<file path="src/rtl/uc_pkg.sv">
// Shared codes for the sequential calculator controller.
// Register/ULA control codes, operation modes and FSM states.
package uc_pkg;

   typedef enum logic [1:0] {
      REG_HOLD   = 2'b00,
      REG_LOAD   = 2'b01,
      REG_SHIFTR = 2'b10,
      REG_RESET  = 2'b11
   } reg_op_e;

   typedef enum logic [1:0] {
      ULA_DC  = 2'b00,
      ULA_ADD = 2'b01,
      ULA_SUB = 2'b10
   } ula_op_e;

   typedef enum logic [1:0] {
      MODE_SUM = 2'b00,
      MODE_AVG = 2'b01,
      MODE_SUB = 2'b10,
      MODE_RSV = 2'b11
   } mode_e;

   typedef enum logic [2:0] {
      S_IDLE,
      S_CLR,
      S_ACC,
      S_FLUSH,
      S_SHIFT,
      S_RES
   } state_e;

   function automatic logic is_pow2(input logic [31:0] v);
      return (v != 32'd0) && ((v & (v - 32'd1)) == 32'd0);
   endfunction

   // Bit index of the highest set bit; exact log2 for powers of two.
   function automatic int log2_pow2(input logic [31:0] v);
      int r;
      r = 0;
      for (int i = 0; i < 32; i++)
         if (v[i]) r = i;
      return r;
   endfunction

endpackage

</file>
<file path="src/rtl/uc_seq_if.sv">
// Handshake and control bundle between uc_seq and its datapath.
// The master side issues operations; the slave side is the controller.
interface uc_seq_if
   import uc_pkg::*;
#(
   parameter int MAX_OPS = 8
) ();
   localparam int CNT_W = $clog2(MAX_OPS) + 1;

   logic             start;
   logic [CNT_W-1:0] n_ops;
   logic [1:0]       mode;
   logic             op_valid;
   logic             op_ready;
   reg_op_e          tX;
   reg_op_e          tY;
   reg_op_e          tZ;
   ula_op_e          tULA;
   logic             busy;
   logic             done;
   logic             err;

   modport master (
      output start, n_ops, mode, op_valid,
      input  op_ready, tX, tY, tZ, tULA,
      input  busy, done, err
   );

   modport slave (
      input  start, n_ops, mode, op_valid,
      output op_ready, tX, tY, tZ, tULA,
      output busy, done, err
   );
endinterface

</file>
<file path="src/rtl/uc_step_cnt.sv">
// Loadable down-counter with a terminal-count flag.
// tc_o marks the last step, so the owner can leave on that same edge.
module uc_step_cnt #(
   parameter int W = 4
) (
   input  logic         clk,
   input  logic         rst,
   input  logic         load_i,
   input  logic [W-1:0] val_i,
   input  logic         en_i,
   output logic [W-1:0] cnt_o,
   output logic         tc_o
);
   logic [W-1:0] cnt_q;
   logic [W-1:0] cnt_d;

   // Next count: load wins, otherwise decrement without wrapping.
   always_comb begin
      cnt_d = cnt_q;
      if (load_i)
         cnt_d = val_i;
      else if (en_i && (cnt_q != '0))
         cnt_d = cnt_q - W'(1);
   end

   // Count register.
   always_ff @(posedge clk or posedge rst) begin
      if (rst) cnt_q <= '0;
      else     cnt_q <= cnt_d;
   end

   assign cnt_o = cnt_q;
   assign tc_o  = (cnt_q == W'(1));
endmodule

</file>
<file path="src/rtl/uc_seq.sv">
// Autonomous sequencer: clear, accumulate N operands, optional
// averaging shifts, then load the result into Z.
module uc_seq
   import uc_pkg::*;
#(
   parameter int MAX_OPS = 8
) (
   input logic     clk,
   input logic     rst,
   uc_seq_if.slave bus
);
   localparam int CNT_W = $clog2(MAX_OPS) + 1;

   state_e           state_q;
   logic [CNT_W-1:0] n_q;
   mode_e            mode_q;
   logic             err_q;

   logic             start_bad;
   logic             is_sub;
   logic             is_avg;
   logic             multi;
   logic             early;
   logic [CNT_W-1:0] taken;

   logic             cnt_load;
   logic [CNT_W-1:0] cnt_val;
   logic             cnt_en;
   logic [CNT_W-1:0] cnt;
   logic             cnt_tc;

   reg_op_e          tx;
   reg_op_e          ty;
   reg_op_e          tz;
   ula_op_e          tula;
   logic             rdy;
   logic             dn;

   assign start_bad = (bus.n_ops == '0)
                   || (32'(bus.n_ops) > MAX_OPS)
                   || ((bus.mode == MODE_AVG)
                       && !is_pow2(32'(bus.n_ops)));

   assign is_sub = (mode_q == MODE_SUB);
   assign is_avg = (mode_q == MODE_AVG);
   assign multi  = (n_q > CNT_W'(1));

   // Acceptances already made; the first two both use ADD.
   assign taken = n_q - cnt;
   assign early = (taken < CNT_W'(2));

   // Counter counts operands in ACC, then shift steps in SHIFT.
   always_comb begin
      cnt_load = 1'b0;
      cnt_val  = n_q;
      cnt_en   = 1'b0;
      if (state_q == S_CLR) begin
         cnt_load = 1'b1;
      end else if (state_q == S_FLUSH) begin
         cnt_load = 1'b1;
         cnt_val  = CNT_W'(log2_pow2(32'(n_q)));
      end else if (state_q == S_ACC) begin
         cnt_en = bus.op_valid;
      end else if (state_q == S_SHIFT) begin
         cnt_en = 1'b1;
      end
   end

   uc_step_cnt #(
      .W(CNT_W)
   ) u_cnt (
      .clk    (clk),
      .rst    (rst),
      .load_i (cnt_load),
      .val_i  (cnt_val),
      .en_i   (cnt_en),
      .cnt_o  (cnt),
      .tc_o   (cnt_tc)
   );

   // Sequencer FSM with latched operation parameters and err pulse.
   always_ff @(posedge clk or posedge rst) begin
      if (rst) begin
         state_q <= S_IDLE;
         n_q     <= '0;
         mode_q  <= MODE_SUM;
         err_q   <= 1'b0;
      end else begin
         err_q <= 1'b0;
         unique case (state_q)
            S_IDLE: begin
               if (bus.start) begin
                  if (start_bad) begin
                     err_q <= 1'b1;
                  end else begin
                     n_q     <= bus.n_ops;
                     mode_q  <= mode_e'(bus.mode);
                     state_q <= S_CLR;
                  end
               end
            end
            S_CLR:   state_q <= S_ACC;
            S_ACC: begin
               if (bus.op_valid && cnt_tc)
                  state_q <= S_FLUSH;
            end
            S_FLUSH: begin
               if (is_avg && multi) state_q <= S_SHIFT;
               else                 state_q <= S_RES;
            end
            S_SHIFT: begin
               if (cnt_tc) state_q <= S_RES;
            end
            S_RES:   state_q <= S_IDLE;
            default: state_q <= S_IDLE;
         endcase
      end
   end

   // Control decode; only ACC looks at op_valid.
   always_comb begin
      tx   = REG_HOLD;
      ty   = REG_HOLD;
      tz   = REG_HOLD;
      tula = ULA_DC;
      rdy  = 1'b0;
      dn   = 1'b0;
      unique case (state_q)
         S_IDLE: ;
         S_CLR: begin
            tx = REG_RESET;
            ty = REG_RESET;
            tz = REG_RESET;
         end
         S_ACC: begin
            rdy = 1'b1;
            if (bus.op_valid) begin
               tx = REG_LOAD;
               ty = REG_LOAD;
               if (early || !is_sub) tula = ULA_ADD;
               else                  tula = ULA_SUB;
            end
         end
         S_FLUSH: begin
            ty = REG_LOAD;
            if (is_sub && multi) tula = ULA_SUB;
            else                 tula = ULA_ADD;
         end
         S_SHIFT: ty = REG_SHIFTR;
         S_RES: begin
            tz = REG_LOAD;
            dn = 1'b1;
         end
         default: ;
      endcase
   end

   assign bus.tX       = tx;
   assign bus.tY       = ty;
   assign bus.tZ       = tz;
   assign bus.tULA     = tula;
   assign bus.op_ready = rdy;
   assign bus.done     = dn;
   assign bus.busy     = (state_q != S_IDLE);
   assign bus.err      = err_q;
endmodule

</file>
<file path="src/flat_wrapper.sv">
// flat-port wrapper written by rule: the top's interface ports become plain ports
module uc_seq_flat import uc_pkg::*;
#(
   parameter int MAX_OPS = 8
)
  (clk, rst, bus_start, bus_n_ops, bus_mode, bus_op_valid, bus_op_ready, bus_tX, bus_tY, bus_tZ, bus_tULA, bus_busy, bus_done, bus_err);
  uc_seq_if #(.MAX_OPS(MAX_OPS)) bus_i ();
  input logic clk;
  input logic rst;
  input wire logic [$bits(bus_i.start)-1:0] bus_start;
  input wire logic [$bits(bus_i.n_ops)-1:0] bus_n_ops;
  input wire logic [$bits(bus_i.mode)-1:0] bus_mode;
  input wire logic [$bits(bus_i.op_valid)-1:0] bus_op_valid;
  output wire logic [$bits(bus_i.op_ready)-1:0] bus_op_ready;
  output wire logic [$bits(bus_i.tX)-1:0] bus_tX;
  output wire logic [$bits(bus_i.tY)-1:0] bus_tY;
  output wire logic [$bits(bus_i.tZ)-1:0] bus_tZ;
  output wire logic [$bits(bus_i.tULA)-1:0] bus_tULA;
  output wire logic [$bits(bus_i.busy)-1:0] bus_busy;
  output wire logic [$bits(bus_i.done)-1:0] bus_done;
  output wire logic [$bits(bus_i.err)-1:0] bus_err;
  assign bus_i.start = bus_start;
  assign bus_i.n_ops = bus_n_ops;
  assign bus_i.mode = bus_mode;
  assign bus_i.op_valid = bus_op_valid;
  assign bus_op_ready = bus_i.op_ready;
  assign bus_tX = bus_i.tX;
  assign bus_tY = bus_i.tY;
  assign bus_tZ = bus_i.tZ;
  assign bus_tULA = bus_i.tULA;
  assign bus_busy = bus_i.busy;
  assign bus_done = bus_i.done;
  assign bus_err = bus_i.err;
  uc_seq #(.MAX_OPS(MAX_OPS)) u_core (.clk(clk), .rst(rst), .bus(bus_i));
endmodule
</file>
<file path="config.mk">
export PLATFORM = sky130hd
export DESIGN_NAME = uc_seq_flat
export DESIGN_NICKNAME = d
export VERILOG_FILES = /design/src/rtl/uc_pkg.sv /design/src/rtl/uc_seq_if.sv /design/src/rtl/uc_step_cnt.sv /design/src/rtl/uc_seq.sv /design/src/flat_wrapper.sv
export SDC_FILE = /design/constraint.sdc
export NUM_CORES = 1
export LEC_CHECK = 0
export ABC_AREA = 1
export BUFFER_PORTS_ARGS = -buffer_cell sky130_fd_sc_hd__buf_2
export CAP_MARGIN = 20
export CORE_MARGIN = 5
export CORE_UTILIZATION = 51
export CTS_BUF_LIST = sky130_fd_sc_hd__clkbuf_2
export DETAILED_ROUTE_END_ITERATION = 16
export PLACE_DENSITY = 0.76
export RECOVER_POWER = 50
export SETUP_SLACK_MARGIN = 0.02
export SLEW_MARGIN = 40
export SYNTH_ARGS = -nofsm -noshare
export SYNTH_HDL_FRONTEND = slang
export SYNTH_SLANG_ARGS = --single-unit
export TNS_END_PERCENT = 1
</file>
<file path="constraint.sdc">
create_clock -name clk -period 1.5 [get_ports clk]
set_input_delay 0.15 -clock clk [delete_from_list [all_inputs] [get_ports clk]]
set_output_delay 0.15 -clock clk [all_outputs]
set_load 0.03 [all_outputs]
</file>
==> impl_results.md <==
- Run status: finished, violations left
- Failing checks: negative setup slack
- Initial Utilization: 53.7%
- Worst path most repeated cell: nand2_1
- Row count: 16
- Sequential area share after synthesis: 32.9%
- Drt total wl: 2630 um
- Register area: around 350 sq um
- Clk Latency, worst-skew pair: 280 ps
- Metal3 WL: 151 um
- Critical Path AT: 1860 ps
- Slack of the critical path: -508 ps
- CTS tree: yes
- Flop2flop setup slack: 50 ps
- Startpoint Class: flip-flop
- Crit-path cells: fa_1 -> inv_1 -> nand2_1 -> nor2_1 -> nand3_1 -> nand2_1 -> nand2_2 -> nand2_4 -> buf_6
- Initial DRT Pass Iterations: 4
- Global-route wire length before repair: 4470 um
- Detailed-route vias per instance: 5.01
- Synth-to-layout area growth: 33.2%
- Worst hold path type: in -> reg
- YS warnings: 0
- Critical path endpoint category: output pin
- Syn nets: around 180
- CP max stage delay: 480 ps
- Worst Max-Slew Pin Slew: 574 ps
- H-tree lvl count: 1
- GRT Total Usage: 17.5%
- WL per Instance: approximately 12 um
- Syn Area/Cell: between 6 and 7 sq um
- CP Class: reg -> out
- Nets@finish: 215
- Grt ovf: 0
- Final cell count without fillers: 225
- Core area: around 2000 sq um
- Leakage power: 0.000784 uW
- Vias in the first global route: around 1100
- # IOs: 22
- DRC: 0
- M1 WL: 1090 um
- Die height: 55.7 um
- RePlAce Congestion: 0.868
- Tmin final: 2010 ps
- DRT iter0 DRCs: 30
- Initial antenna violation count: 0
- Post-DP HPWL: 1960 um
- CTS Buf Count: 3
- CP max-delay cell: fa_1
- Max rail drop VDD: 1360 uV
- RSZ-0062 raised after global routing: yes
- Synth Register Bits: 14
- Largest net degree at the start of global routing: 15
- Setup Skew: 12.6 ps
- Crit-path max FO: 4
- # fillers: 148
- Routed Antenna Nets: 0
- Hold Path Depth: 3
- Synth Instances: 161
- Max Root-Sink Buffers: 2
- Clock transition at path regs: 150 ps
- Die Wd: 55.7 um
- Setup-failing EPs final: 7
- # placed instances: 219
- Layout cell share with drive strength beyond 1: between 30% and 40%
- Total Neg Setup Slack: -1450 ps
- Met2 wire len: 1370 um
- Multi-input logic area: 639 sq um
- CTS root buf: clkbuf_2
- Clk sinks: 14
- Distinct cells, synth: 21
- Worst R2R Path Depth: 5
- Via count: approximately 1100
- Max Cap Viol: 0
- Fin. Hold Viols: 0
- IO Port Bufs: 21
- Diodes inserted: 0
- Period utilization: 134%
- PwrDens: 2330 nW/um^2
- Max-slew violation count: 0
- Top layer in use: met4
- Die area: 3100 sq um
- Synthesized area: 1060 sq um
- Slew Limit Headroom: 61.7%
- Req. time, crit path: 1350 ps
- Max frequency: around 500 MHz
-- metrics by stage --
step / setup slack [ps] / area [sq um] / hold slack, ps / utilization (%) / power, uW
final: -508 / 1420 / 66.6 / 71.5 / 3310
after global routing: -658 / 1420 / 64.0 / 71.5 / 3640
after CTS: -512 / 1360 / 62.0 / 68.8 / 3150
after detailed placement: -238 / 1310 / 235 / 65.9 / 2880
after global placement: -213 / 1310 / 217 / 65.9 / 2810
after floorplan: -49.4 / 1080 / 39.2 / - / 2240
-- final cells by class --
type / instances / share of cell area (%)
timing repair buffer: 36 / 19.1
multi-input combinational: 117 / 45.1
inverter: 28 / 7.42
sequential: 14 / 24.9
tap: 27 / 2.39
clock buffer: 3 / 1.06
-- cells by family after synthesis --
kind of cell / Yosys count / share of synthesized area, %
simple gates: 93 / 37.3
compound gates: 19 / 11.5
fa+ha+maj: 5 / 6.59
buf+inv: 30 / 11.6
flops: 14 / 32.9
-- state kept, by name, summed over array words and instances (netlist names) --
register	count
u_core.bus.err	1
u_core.state_q	3
u_core.n_q	4
u_core.u_cnt.cnt_o	4
u_core.mode_q	2
-- worst max-delay path, delay by kind of cell (launching register included) --
family	cells	cell delay (ps)
buffers and inverters	2	190
and+or+nand+nor	6	440
DFF	1	460
adders and majority gates	1	480
-- routing by layer --
metal | GRT usage (%) | vias up
li1 | - | 575
met1 | 20.8 | 517
met2 | 31.4 | 31
met3 | 3.02 | 4
met4 | 6.25 | 0
met5 | 0 | -
-- layout by cell type, fill, tap and decap left out --
master         netlist  final
buf_4                1     15
ha_1                 4      4
nor2_1              16     14
o21ai_2              4      4
nand3_2              0      1
o211ai_1             2      2
nor2_4               1      4
clkbuf_1             0      1
o211ai_2             1      1
inv_1               27     23
a21oi_1              1      1
o21ai_1              0      2
fa_1                 1      1
buf_6                1      5
o21ai_0             11      9
nor2_2               3      2
inv_2                1      5
dfrtp_1             14     12
nand2_2              2      6
buf_12               0      1
nand2_1             51     45
clkbuf_4             0      1
dlygate4sd3_1        0      1
buf_2                0     12
clkbuf_2             0      3
nand2_4              0      2
dfrtp_2              0      2
or2_0                1      1
nand3_1             17     16
nor3_1               1      1
nand4_1              1      1
-- report_power, final --
group	total, uW	switching (uW)	internal (uW)
clock network	179	125	54.5
logic	2390	1420	965
registers	739	186	553
-- repair_timing --
item / in CTS / in global routing
resized for setup: 10 / 19
hold endpoints to repair: 14 / 0
buffers inserted: 1 / 1
pin swaps: 0 / 5
endpoints found under the setup margin: 9 / 17
hold buffers: 1 / 0
-- worst paths after layout --
check,startpoint,end
worst max-delay path,u_core.n_q[1]$_DFFE_PP0P_,bus_tULA[0]
worst min-delay path,bus_mode[0],u_core.mode_q[0]$_DFFE_PP0P_
worst max register to register,u_core.state_q[1]$_DFFE_PP0P_,u_core.u_cnt.cnt_o[2]$_DFFE_PP0P_
worst min register to register,u_core.u_cnt.cnt_o[1]$_DFFE_PP0P_,u_core.u_cnt.cnt_o[1]$_DFFE_PP0P_
max in group asynchronous,rst,u_core.state_q[0]$_DFFE_PP0P_
min in group asynchronous,rst,u_core.mode_q[1]$_DFFE_PP0P_
-- synthesized netlist by cell type --
cell / number / share of area [%]
o211ai_2: 1 / 1.2
or2_0: 1 / 0.59
o21ai_0: 11 / 5.2
a21oi_1: 1 / 0.47
o21ai_2: 4 / 3.3
nor3_1: 1 / 0.47
nand3_1: 17 / 8.0
inv_1: 27 / 9.5
nand2_1: 51 / 18
ha_1: 4 / 4.7
inv_2: 1 / 0.35
dfrtp_1: 14 / 33
buf_6: 1 / 1.1
nand4_1: 1 / 0.59
nor2_4: 1 / 1.1
o211ai_1: 2 / 1.4
nand2_2: 2 / 1.2
nor2_2: 3 / 1.8
buf_4: 1 / 0.71
fa_1: 1 / 1.9
nor2_1: 16 / 5.6
Note: power is estimated with default switching activity, not from simulation.
